[src/rtl/key_debounce_multi_if.sv]
// key_debounce_multi_if: raw key pins in, debounced level and event pulses out.
interface key_debounce_multi_if #(
    parameter int N_KEYS = 4
);
    logic [N_KEYS-1:0] key_i;
    logic [N_KEYS-1:0] level_o;
    logic [N_KEYS-1:0] press_o;
    logic [N_KEYS-1:0] release_o;
    logic [N_KEYS-1:0] long_o;
    logic [N_KEYS-1:0] repeat_o;
    logic [N_KEYS-1:0] toggle_o;
    modport master (
        output key_i,
        input  level_o, press_o, release_o, long_o, repeat_o, toggle_o
    );
    modport slave (
        input  key_i,
        output level_o, press_o, release_o, long_o, repeat_o, toggle_o
    );
endinterface

[src/rtl/key_debounce_multi.sv]
// key_debounce_multi: per-key synchroniser and debounce FSM producing level,
// toggle and one-cycle press/release/long/repeat pulses.
module key_debounce_multi #(
    parameter int N_KEYS        = 4,
    parameter int DEB_CYCLES    = 1000000,
    parameter int LONG_CYCLES   = 50000000,
    parameter int REPEAT_CYCLES = 10000000,
    parameter bit ACTIVE_LOW    = 1'b1
) (
    input logic                 clk_i,
    input logic                 rst_n_i,
    key_debounce_multi_if.slave bus
);
    localparam int MAX_DL = (DEB_CYCLES > LONG_CYCLES) ? DEB_CYCLES : LONG_CYCLES;
    localparam int MAX_C  = (MAX_DL > REPEAT_CYCLES) ? MAX_DL : REPEAT_CYCLES;
    localparam int CW     = $clog2(MAX_C);
    localparam logic [CW-1:0] DEB_T  = CW'(DEB_CYCLES - 1);
    localparam logic [CW-1:0] LONG_T = CW'(LONG_CYCLES - 1);
    localparam logic [CW-1:0] REP_T  = CW'((REPEAT_CYCLES > 0) ? REPEAT_CYCLES - 1 : 0);
    localparam logic [N_KEYS-1:0] REL_LVL = {N_KEYS{ACTIVE_LOW}};

    typedef enum logic [2:0] {IDLE, DEB_PRESS, HELD, LONG, DEB_REL} state_t;

    logic [N_KEYS-1:0] r_sync1, r_sync2, w_p;
    state_t            r_state [N_KEYS];
    state_t            w_state [N_KEYS];
    logic [CW-1:0]     r_cnt [N_KEYS];
    logic [CW-1:0]     w_cnt [N_KEYS];
    logic [N_KEYS-1:0] r_was_long, w_was_long;
    logic [N_KEYS-1:0] w_press, w_release, w_long, w_repeat;
    logic [N_KEYS-1:0] r_level, r_press, r_release, r_long, r_repeat, r_toggle;

    always_ff @(posedge clk_i or negedge rst_n_i) begin
        if (!rst_n_i) begin
            r_sync1 <= REL_LVL;
            r_sync2 <= REL_LVL;
        end else begin
            r_sync1 <= bus.key_i;
            r_sync2 <= r_sync1;
        end
    end

    assign w_p = r_sync2 ^ REL_LVL;

    always_ff @(posedge clk_i or negedge rst_n_i) begin
        if (!rst_n_i) begin
            for (int k = 0; k < N_KEYS; k++) begin
                r_state[k] <= IDLE;
                r_cnt[k]   <= '0;
            end
            r_was_long <= '0;
        end else begin
            for (int k = 0; k < N_KEYS; k++) begin
                r_state[k] <= w_state[k];
                r_cnt[k]   <= w_cnt[k];
            end
            r_was_long <= w_was_long;
        end
    end

    // Every exit from a state restarts the counter, so it never needs to wrap.
    always_comb begin
        w_press    = '0;
        w_release  = '0;
        w_long     = '0;
        w_repeat   = '0;
        w_was_long = r_was_long;
        for (int k = 0; k < N_KEYS; k++) begin
            w_state[k] = r_state[k];
            w_cnt[k]   = r_cnt[k];
            case (r_state[k])
                IDLE: if (w_p[k]) begin
                    w_state[k] = DEB_PRESS;
                    w_cnt[k]   = '0;
                end
                DEB_PRESS: if (!w_p[k]) begin
                    w_state[k] = IDLE;
                    w_cnt[k]   = '0;
                end else if (r_cnt[k] == DEB_T) begin
                    w_state[k]    = HELD;
                    w_cnt[k]      = '0;
                    w_press[k]    = 1'b1;
                    w_was_long[k] = 1'b0;
                end else w_cnt[k] = r_cnt[k] + 1'b1;
                HELD: if (!w_p[k]) begin
                    w_state[k] = DEB_REL;
                    w_cnt[k]   = '0;
                end else if (r_cnt[k] == LONG_T) begin
                    w_state[k]    = LONG;
                    w_cnt[k]      = '0;
                    w_long[k]     = 1'b1;
                    w_was_long[k] = 1'b1;
                end else w_cnt[k] = r_cnt[k] + 1'b1;
                LONG: if (!w_p[k]) begin
                    w_state[k] = DEB_REL;
                    w_cnt[k]   = '0;
                end else if (REPEAT_CYCLES > 0) begin
                    w_repeat[k] = (r_cnt[k] == REP_T);
                    w_cnt[k]    = (r_cnt[k] == REP_T) ? '0 : r_cnt[k] + 1'b1;
                end
                DEB_REL: if (w_p[k]) begin
                    w_state[k] = r_was_long[k] ? LONG : HELD;
                    w_cnt[k]   = '0;
                end else if (r_cnt[k] == DEB_T) begin
                    w_state[k]   = IDLE;
                    w_cnt[k]     = '0;
                    w_release[k] = 1'b1;
                end else w_cnt[k] = r_cnt[k] + 1'b1;
                default: begin
                    w_state[k] = IDLE;
                    w_cnt[k]   = '0;
                end
            endcase
        end
    end

    always_ff @(posedge clk_i or negedge rst_n_i) begin
        if (!rst_n_i) begin
            r_level   <= '0;
            r_press   <= '0;
            r_release <= '0;
            r_long    <= '0;
            r_repeat  <= '0;
            r_toggle  <= '0;
        end else begin
            r_level   <= (r_level | w_press) & ~w_release;
            r_press   <= w_press;
            r_release <= w_release;
            r_long    <= w_long;
            r_repeat  <= w_repeat;
            r_toggle  <= r_toggle ^ w_press;
        end
    end

    assign bus.level_o   = r_level;
    assign bus.press_o   = r_press;
    assign bus.release_o = r_release;
    assign bus.long_o    = r_long;
    assign bus.repeat_o  = r_repeat;
    assign bus.toggle_o  = r_toggle;
endmodule

[src/flat_wrapper.sv]
// flat-port wrapper written by rule: the top's interface ports become plain ports
module key_debounce_multi_flat 
#(
    parameter int N_KEYS        = 4,
    parameter int DEB_CYCLES    = 1000000,
    parameter int LONG_CYCLES   = 50000000,
    parameter int REPEAT_CYCLES = 10000000,
    parameter bit ACTIVE_LOW    = 1'b1
)
  (clk_i, rst_n_i, bus_key_i, bus_level_o, bus_press_o, bus_release_o, bus_long_o, bus_repeat_o, bus_toggle_o);
  key_debounce_multi_if #(.N_KEYS(N_KEYS)) bus_i ();
  input logic clk_i;
  input logic rst_n_i;
  input wire logic [$bits(bus_i.key_i)-1:0] bus_key_i;
  output wire logic [$bits(bus_i.level_o)-1:0] bus_level_o;
  output wire logic [$bits(bus_i.press_o)-1:0] bus_press_o;
  output wire logic [$bits(bus_i.release_o)-1:0] bus_release_o;
  output wire logic [$bits(bus_i.long_o)-1:0] bus_long_o;
  output wire logic [$bits(bus_i.repeat_o)-1:0] bus_repeat_o;
  output wire logic [$bits(bus_i.toggle_o)-1:0] bus_toggle_o;
  assign bus_i.key_i = bus_key_i;
  assign bus_level_o = bus_i.level_o;
  assign bus_press_o = bus_i.press_o;
  assign bus_release_o = bus_i.release_o;
  assign bus_long_o = bus_i.long_o;
  assign bus_repeat_o = bus_i.repeat_o;
  assign bus_toggle_o = bus_i.toggle_o;
  key_debounce_multi #(.N_KEYS(N_KEYS), .DEB_CYCLES(DEB_CYCLES), .LONG_CYCLES(LONG_CYCLES), .REPEAT_CYCLES(REPEAT_CYCLES), .ACTIVE_LOW(ACTIVE_LOW)) u_core (.clk_i(clk_i), .rst_n_i(rst_n_i), .bus(bus_i));
endmodule
[config.mk]
export PLATFORM = sky130hd
export DESIGN_NAME = key_debounce_multi_flat
export DESIGN_NICKNAME = d
export VERILOG_FILES = /design/src/rtl/key_debounce_multi_if.sv /design/src/rtl/key_debounce_multi.sv /design/src/flat_wrapper.sv
export SDC_FILE = /design/constraint.sdc
export NUM_CORES = 1
export LEC_CHECK = 0
export BUFFER_PORTS_ARGS = -buffer_cell sky130_fd_sc_hd__buf_2
export CORE_MARGIN = 10
export CORE_UTILIZATION = 50
export DETAILED_ROUTE_END_ITERATION = 6
export GPL_TIMING_DRIVEN = 0
export PLACE_DENSITY = 0.73
export RECOVER_POWER = 100
export SLEW_MARGIN = 25
export SYNTH_ARGS = -nofsm -noshare
export SYNTH_HDL_FRONTEND = slang
export SYNTH_SLANG_ARGS = --single-unit
[constraint.sdc]
create_clock -name clk_i -period 4.3 [get_ports clk_i]
set_clock_uncertainty 0.05 [all_clocks]
set_input_delay 0.43 -clock clk_i [delete_from_list [all_inputs] [get_ports clk_i]]
set_output_delay 0.43 -clock clk_i [all_outputs]
set_load 0.01 [all_outputs]
Word-level counts from Yosys, hierarchy flattened
Cells that the tools add are included.
W data, S select, Z words.
{"block": "classes", "addsub": 4, "n_eq_ne": 64, "muxes": 136, "n_bitwise": 5, "reduce_logical": 16}
{"op": "$mux W26", "count": 32}
{"op": "$pmux W26 S5", "count": 4}
{"op": "$add A26 B1 Y26 const B", "count": 4}
{"op": "$eq A26 B20 Y1 const B", "count": 4}
{"op": "$eq A26 B24 Y1 const B", "count": 4}
{"op": "$eq A26 B26 Y1 const B", "count": 4}
{"op": "$mux W3", "count": 32}
{"op": "$mux W1", "count": 60}
{"op": "$pmux W3 S5", "count": 4}
{"op": "$ne A2 B1 Y1 const B", "count": 20}
{"op": "$reduce_and A5 Y1", "count": 8}
{"op": "$eq A3 B2 Y1 const B", "count": 8}
{"op": "$ne A3 B3 Y1 const B", "count": 8}
{"op": "$eq A3 B1 Y1 const B", "count": 4}
{"op": "$eq A3 B3 Y1 const B", "count": 4}
{"op": "$logic_not A3 Y1", "count": 4}
{"op": "$ne A3 B1 Y1 const B", "count": 4}
{"op": "$ne A2 B2 Y1 const B", "count": 4}
{"op": "$not A4 Y4", "count": 2}
{"op": "$pmux W1 S2", "count": 4}
{"op": "$reduce_bool A2 Y1", "count": 4}
{"op": "$and A4 B4 Y4", "count": 1}
{"op": "$or A4 B4 Y4", "count": 1}
{"op": "$xor A4 B4 Y4", "count": 1}
{"block": "totals", "register_bits": 152, "in_bits": 6}

Depth between registers and ports, before layout
{"block": "logic_depth", "depth_word": 6, "depth_mapped": 10}

Worst setup path after synthesis
No wires, ideal clock.
{"block": "synth_path", "kind": "reg2reg", "start": "register u_core.r_cnt[52] (netlist bit)", "end": "register u_core.r_cnt[58] (netlist bit)", "setup_time_ns": 0.137, "arrival_time_ns": 2.213, "path_slack_ns": 1.900, "stages_incl_launch_ff": 9, "path_buffers": 1, "period_less_slack_ns": 2.400, "cell_sequence": "dfrtp_1 -> ha_1 -> nand4_1 -> or4_1 -> o31ai_2 -> nand3_2 -> buf_2 -> a31oi_1 -> a21oi_1"}
{"block": "synth_via", "elab_chain_len": 4}
{"item": "start, declared", "line": "key_debounce_multi.sv:27", "rtl": "logic [CW-1:0] r_cnt [N_KEYS];"}
{"item": "start signal, assigned by index", "line": "key_debounce_multi.sv:55", "rtl": "r_cnt[k] <= w_cnt[k];"}
{"item": "$add A26 B1 Y26 (tied with other cells)"}
{"item": "$mux W26, on equally long branches (2 in series)"}
{"item": "$pmux W26 S5 *", "line": "key_debounce_multi.sv:71", "rtl": "case (r_state[k])"}
Mark *: on every way between the ends. The rest lies on a longest branch, timed or not.
A chain may end at the register's enable or synchronous reset.

Worst setup path in the final report
{"block": "layout_path", "start": "register u_core.r_cnt[0] (netlist bit)", "end": "register u_core.r_cnt[2] (netlist bit)"}
The elaborated chain is that of the path after synthesis.

==> impl_metrics.csv <==
group,metric,value,unit
layout,final_cell_mix,"dfrtp_1, nand2_1, clkbuf_1",
layout,drive_gt1_share,6.57,%
sta,final_hold_viol_count,0,
power,leakagePower,3.79,nW
layout,fillers,1515,
grt,grt_pass1_vias,7125,
route,antenna_left,0,
power,p_sw,0.000950,W
floorplan,core-area,0.0165,mm^2
logic_synthesis,syn_inst,926,
sta,maxSlewHeadroom,-15.4,%
power,swShare,26.1,%
sta,setup_viol,0,
logic_synthesis,syn_nets,936,
setup_path,ff2ff_setup_slack,1010,ps
power,seq_power_share,42.4,%
grt,grt_use_total,19.0,%
layout,area_delta_synth_final,11.8,%
sta,rsz0062_at_grt,"no",
logic_synthesis,netlist_area,0.00832,mm^2
sta,fin_crit,3290,ps
sta,period_share,76.5,%
flow_run,max_cap_viol_count,1,
sta,finalMaxSlewViolations,70,
route,via_per_inst,6.15,
clocking,path_clk_slew,60,ps
grt,grt_pass1_wl,34900,um
logic_synthesis,syn_avg_cell_area,8.98,um^2
setup_path,crit_chain,"ha_1, and4_1, clkbuf_1, nand2_1, o41ai_1, o21a_1, clkbuf_1, o21ai_0, a21o_1",
layout,utilization,56.5,%
logic_synthesis,yosys_warnings,0,
setup_path,critPathMostFrequentCell,"clkbuf_1",
clocking,cts_buffer_depth,2,
logic_synthesis,synth_edf_count,0,
grt,overflow,0,
power,clkPwrFrac,45.9,%
clocking,clockRootBuffer,"clkbuf_16",
worst_hold_path,min_from,"bus_key_i[0]",
worst_hold_path,hold_path_class,"in -> reg",
grt,antenna_found_initial,0,
setup_path,cp.arrival,3560,ps
sta,finalSetupTns,0,ps
logic_synthesis,synth-seq-area-share,45.8,%
logic_synthesis,synth-main-ff-cell,"dfrtp_1",
setup_path,max_stage_delay,670,ps
route,wire_per_inst,16.9,um
place,numPortBuffers,29,
logic_synthesis,synthDistinctLibCells,73,
route,wirelength,20400,um
clocking,cts.repair.resized,0,
worst_hold_path,min_to,"u_core.r_sync1[0]",
power,comb_power_share,11.6,%
clocking,postCtsSetupBuffers,0,
logic_synthesis,synthArstFlopShare,100,%
status,outcome,"finished with violations",
layout,final_common_cell,"dfrtp_1",
setup_path,r2r_end,"u_core.r_cnt[2]",
sta,whs,48.9,ps
setup_path,startpoint,"u_core.r_cnt[0]",
setup_path,r2r-start,"u_core.r_cnt[0]",
power,peakVddDrop,0.287,mV
power,power_density,391,mW/mm^2
clocking,cts_htree_levels,4,
clocking,numCtsBuffers,17,
setup_path,crit_fanout,10,
place,dp_cells,1176,
clocking,cts.sinks,152,
clocking,cts_tree,"yes",
route,drtIter0Drc,718,
setup_path,startpoint_type,"register",
sta,fmaxAchievable,0.304,GHz
floorplan,ios,30,
status,violations,"max-capacitance violations, max-slew violations",
power,power.internal,0.00269,W
route,num_vias,7434,
setup_path,critical_path_class,"reg -> reg",
floorplan,dieArea,0.0222,mm^2
floorplan,fp.dieW,149,um
setup_path,required,4570,ps
layout,antenna_cells,0,
setup_path,cp_slowest_cell,"o41ai_1",
worst_hold_path,hold_depth,1,
floorplan,rows,47,
logic_synthesis,ys_ff_latch,152,
place,hpwl,14000,um
route,drcViolationCount,0,
layout,nNetsFinal,986,
layout,instances_no_fill,1209,
setup_path,reg2regPathDepth,9,
floorplan,die_h,149,um
sta,tightest_slew,1730,ps
setup_path,end_kind,"register",
route,dr.pass1.iters,6,
grt,grt_max_degree,85,
clocking,insertion_delay,430,ps
place,gp_congestion,0.906,
floorplan,start_util,50.5,%
-- cells in the mapped netlist (11+ instances only) --
master    instances  area [um^2]
nand3_1          56          280
a31oi_1          43          269
or3_1            14         87.6
buf_2            11         55.1
a21o_1           18          135
inv_1            25         93.8
nand4_1          33          206
and2_1           13         81.3
o21ai_0          41          205
nand2_1         107          402
nor3b_1          13         97.6
clkbuf_1         28          105
nor2_1           67          251
o31ai_1          12         90.1
a21oi_1          34          170
and3_1           22          138
o211ai_1         16          120
nor4_1           19          119
dfrtp_1         144         3600
nor3_1           27          135
o21ai_1          17         85.1
-- timing repair --
item                                    4_1_cts  5_1_grt
endpoints found under the setup margin        0        0
hold buffers                                  1        0
hold endpoints to repair                     64        0
-- worst max-delay path by stage --
stage                     cells after the start  slack, ps               end
after global routing                          3        620  u_core.r_cnt[23]
after detailed placement                      8       1460  u_core.r_cnt[69]
after CTS                                     8       1450  u_core.r_cnt[69]
after floorplan                               8       1900  u_core.r_cnt[58]
after global placement                        1        470  u_core.r_cnt[21]
final                                         9       1010   u_core.r_cnt[2]
-- power groups by stage --
stage	Combinational, W	Sequential (W)	Clock, W
after floorplan	0.000299	0.00155	0
after global placement	0.000424	0.00157	0
after detailed placement	0.000440	0.00157	0
after CTS	0.000442	0.00154	0.00170
after global routing	0.000478	0.00155	0.00177
final	0.000423	0.00154	0.00167
-- worst max-delay path, delay by kind of cell, from the launching register on --
kind | cells | cell delay (ps)
compound gates | 4 | 1420
fa+ha+maj | 1 | 230
buf+inv | 2 | 760
flops | 1 | 400
simple gates | 2 | 330
-- area by class of cell --
type,instances,area (um^2),area share (%)
sequential,152,3810,41.0
buffer,49,191,2.06
timing repair buffer,31,131,1.41
clock inverter,12,223,2.40
multi-input combinational,700,4130,44.5
inverter,25,93.8,1.01
tap,220,275,2.96
clock buffer,20,437,4.70
-- metrics by stage --
stage          power (W)  worst slack, ps  area [um^2]
2_1_floorplan    0.00185             1900         8320
6_report         0.00364             1010         9300
3_3_place_gp     0.00199              474         8740
5_1_grt          0.00380              620         9300
4_1_cts          0.00369             1450         9450
3_5_place_dp     0.00201             1460         8780
-- logic make-up (layout without fill, tap and decap cells) --
group,after synthesis,after routing,synth area share [%]
fa+ha+maj,4,4,0.602
buf+inv,74,137,3.97
compound gates,238,238,19.1
simple gates,442,442,28.7
flops,152,152,45.8
xor+xnor,10,10,1.05
mux,6,6,0.737
-- metal layers --
layer | vias up | part of all wire [%] | track usage, %
met5 | - | 0 | 0
met1 | 3603 | 47 | 25.5
li1 | 3587 | - | -
met2 | 220 | 47 | 29.5
met4 | 0 | 1.3 | 6.72
met3 | 24 | 4.5 | 4.40
-- flip-flops by register name, summed over array words and instances, names as in the netlist --
signal / count
u_core.bus.level_o: 4
u_core.bus.long_o: 4
u_core.bus.press_o: 4
u_core.bus.release_o: 4
u_core.bus.repeat_o: 4
u_core.bus.toggle_o: 4
u_core.r_cnt: 104
u_core.r_state: 12
u_core.r_sync1: 4
u_core.r_sync2: 4
u_core.r_was_long: 4
No activity file was read; power rests on OpenSTA's default activity.
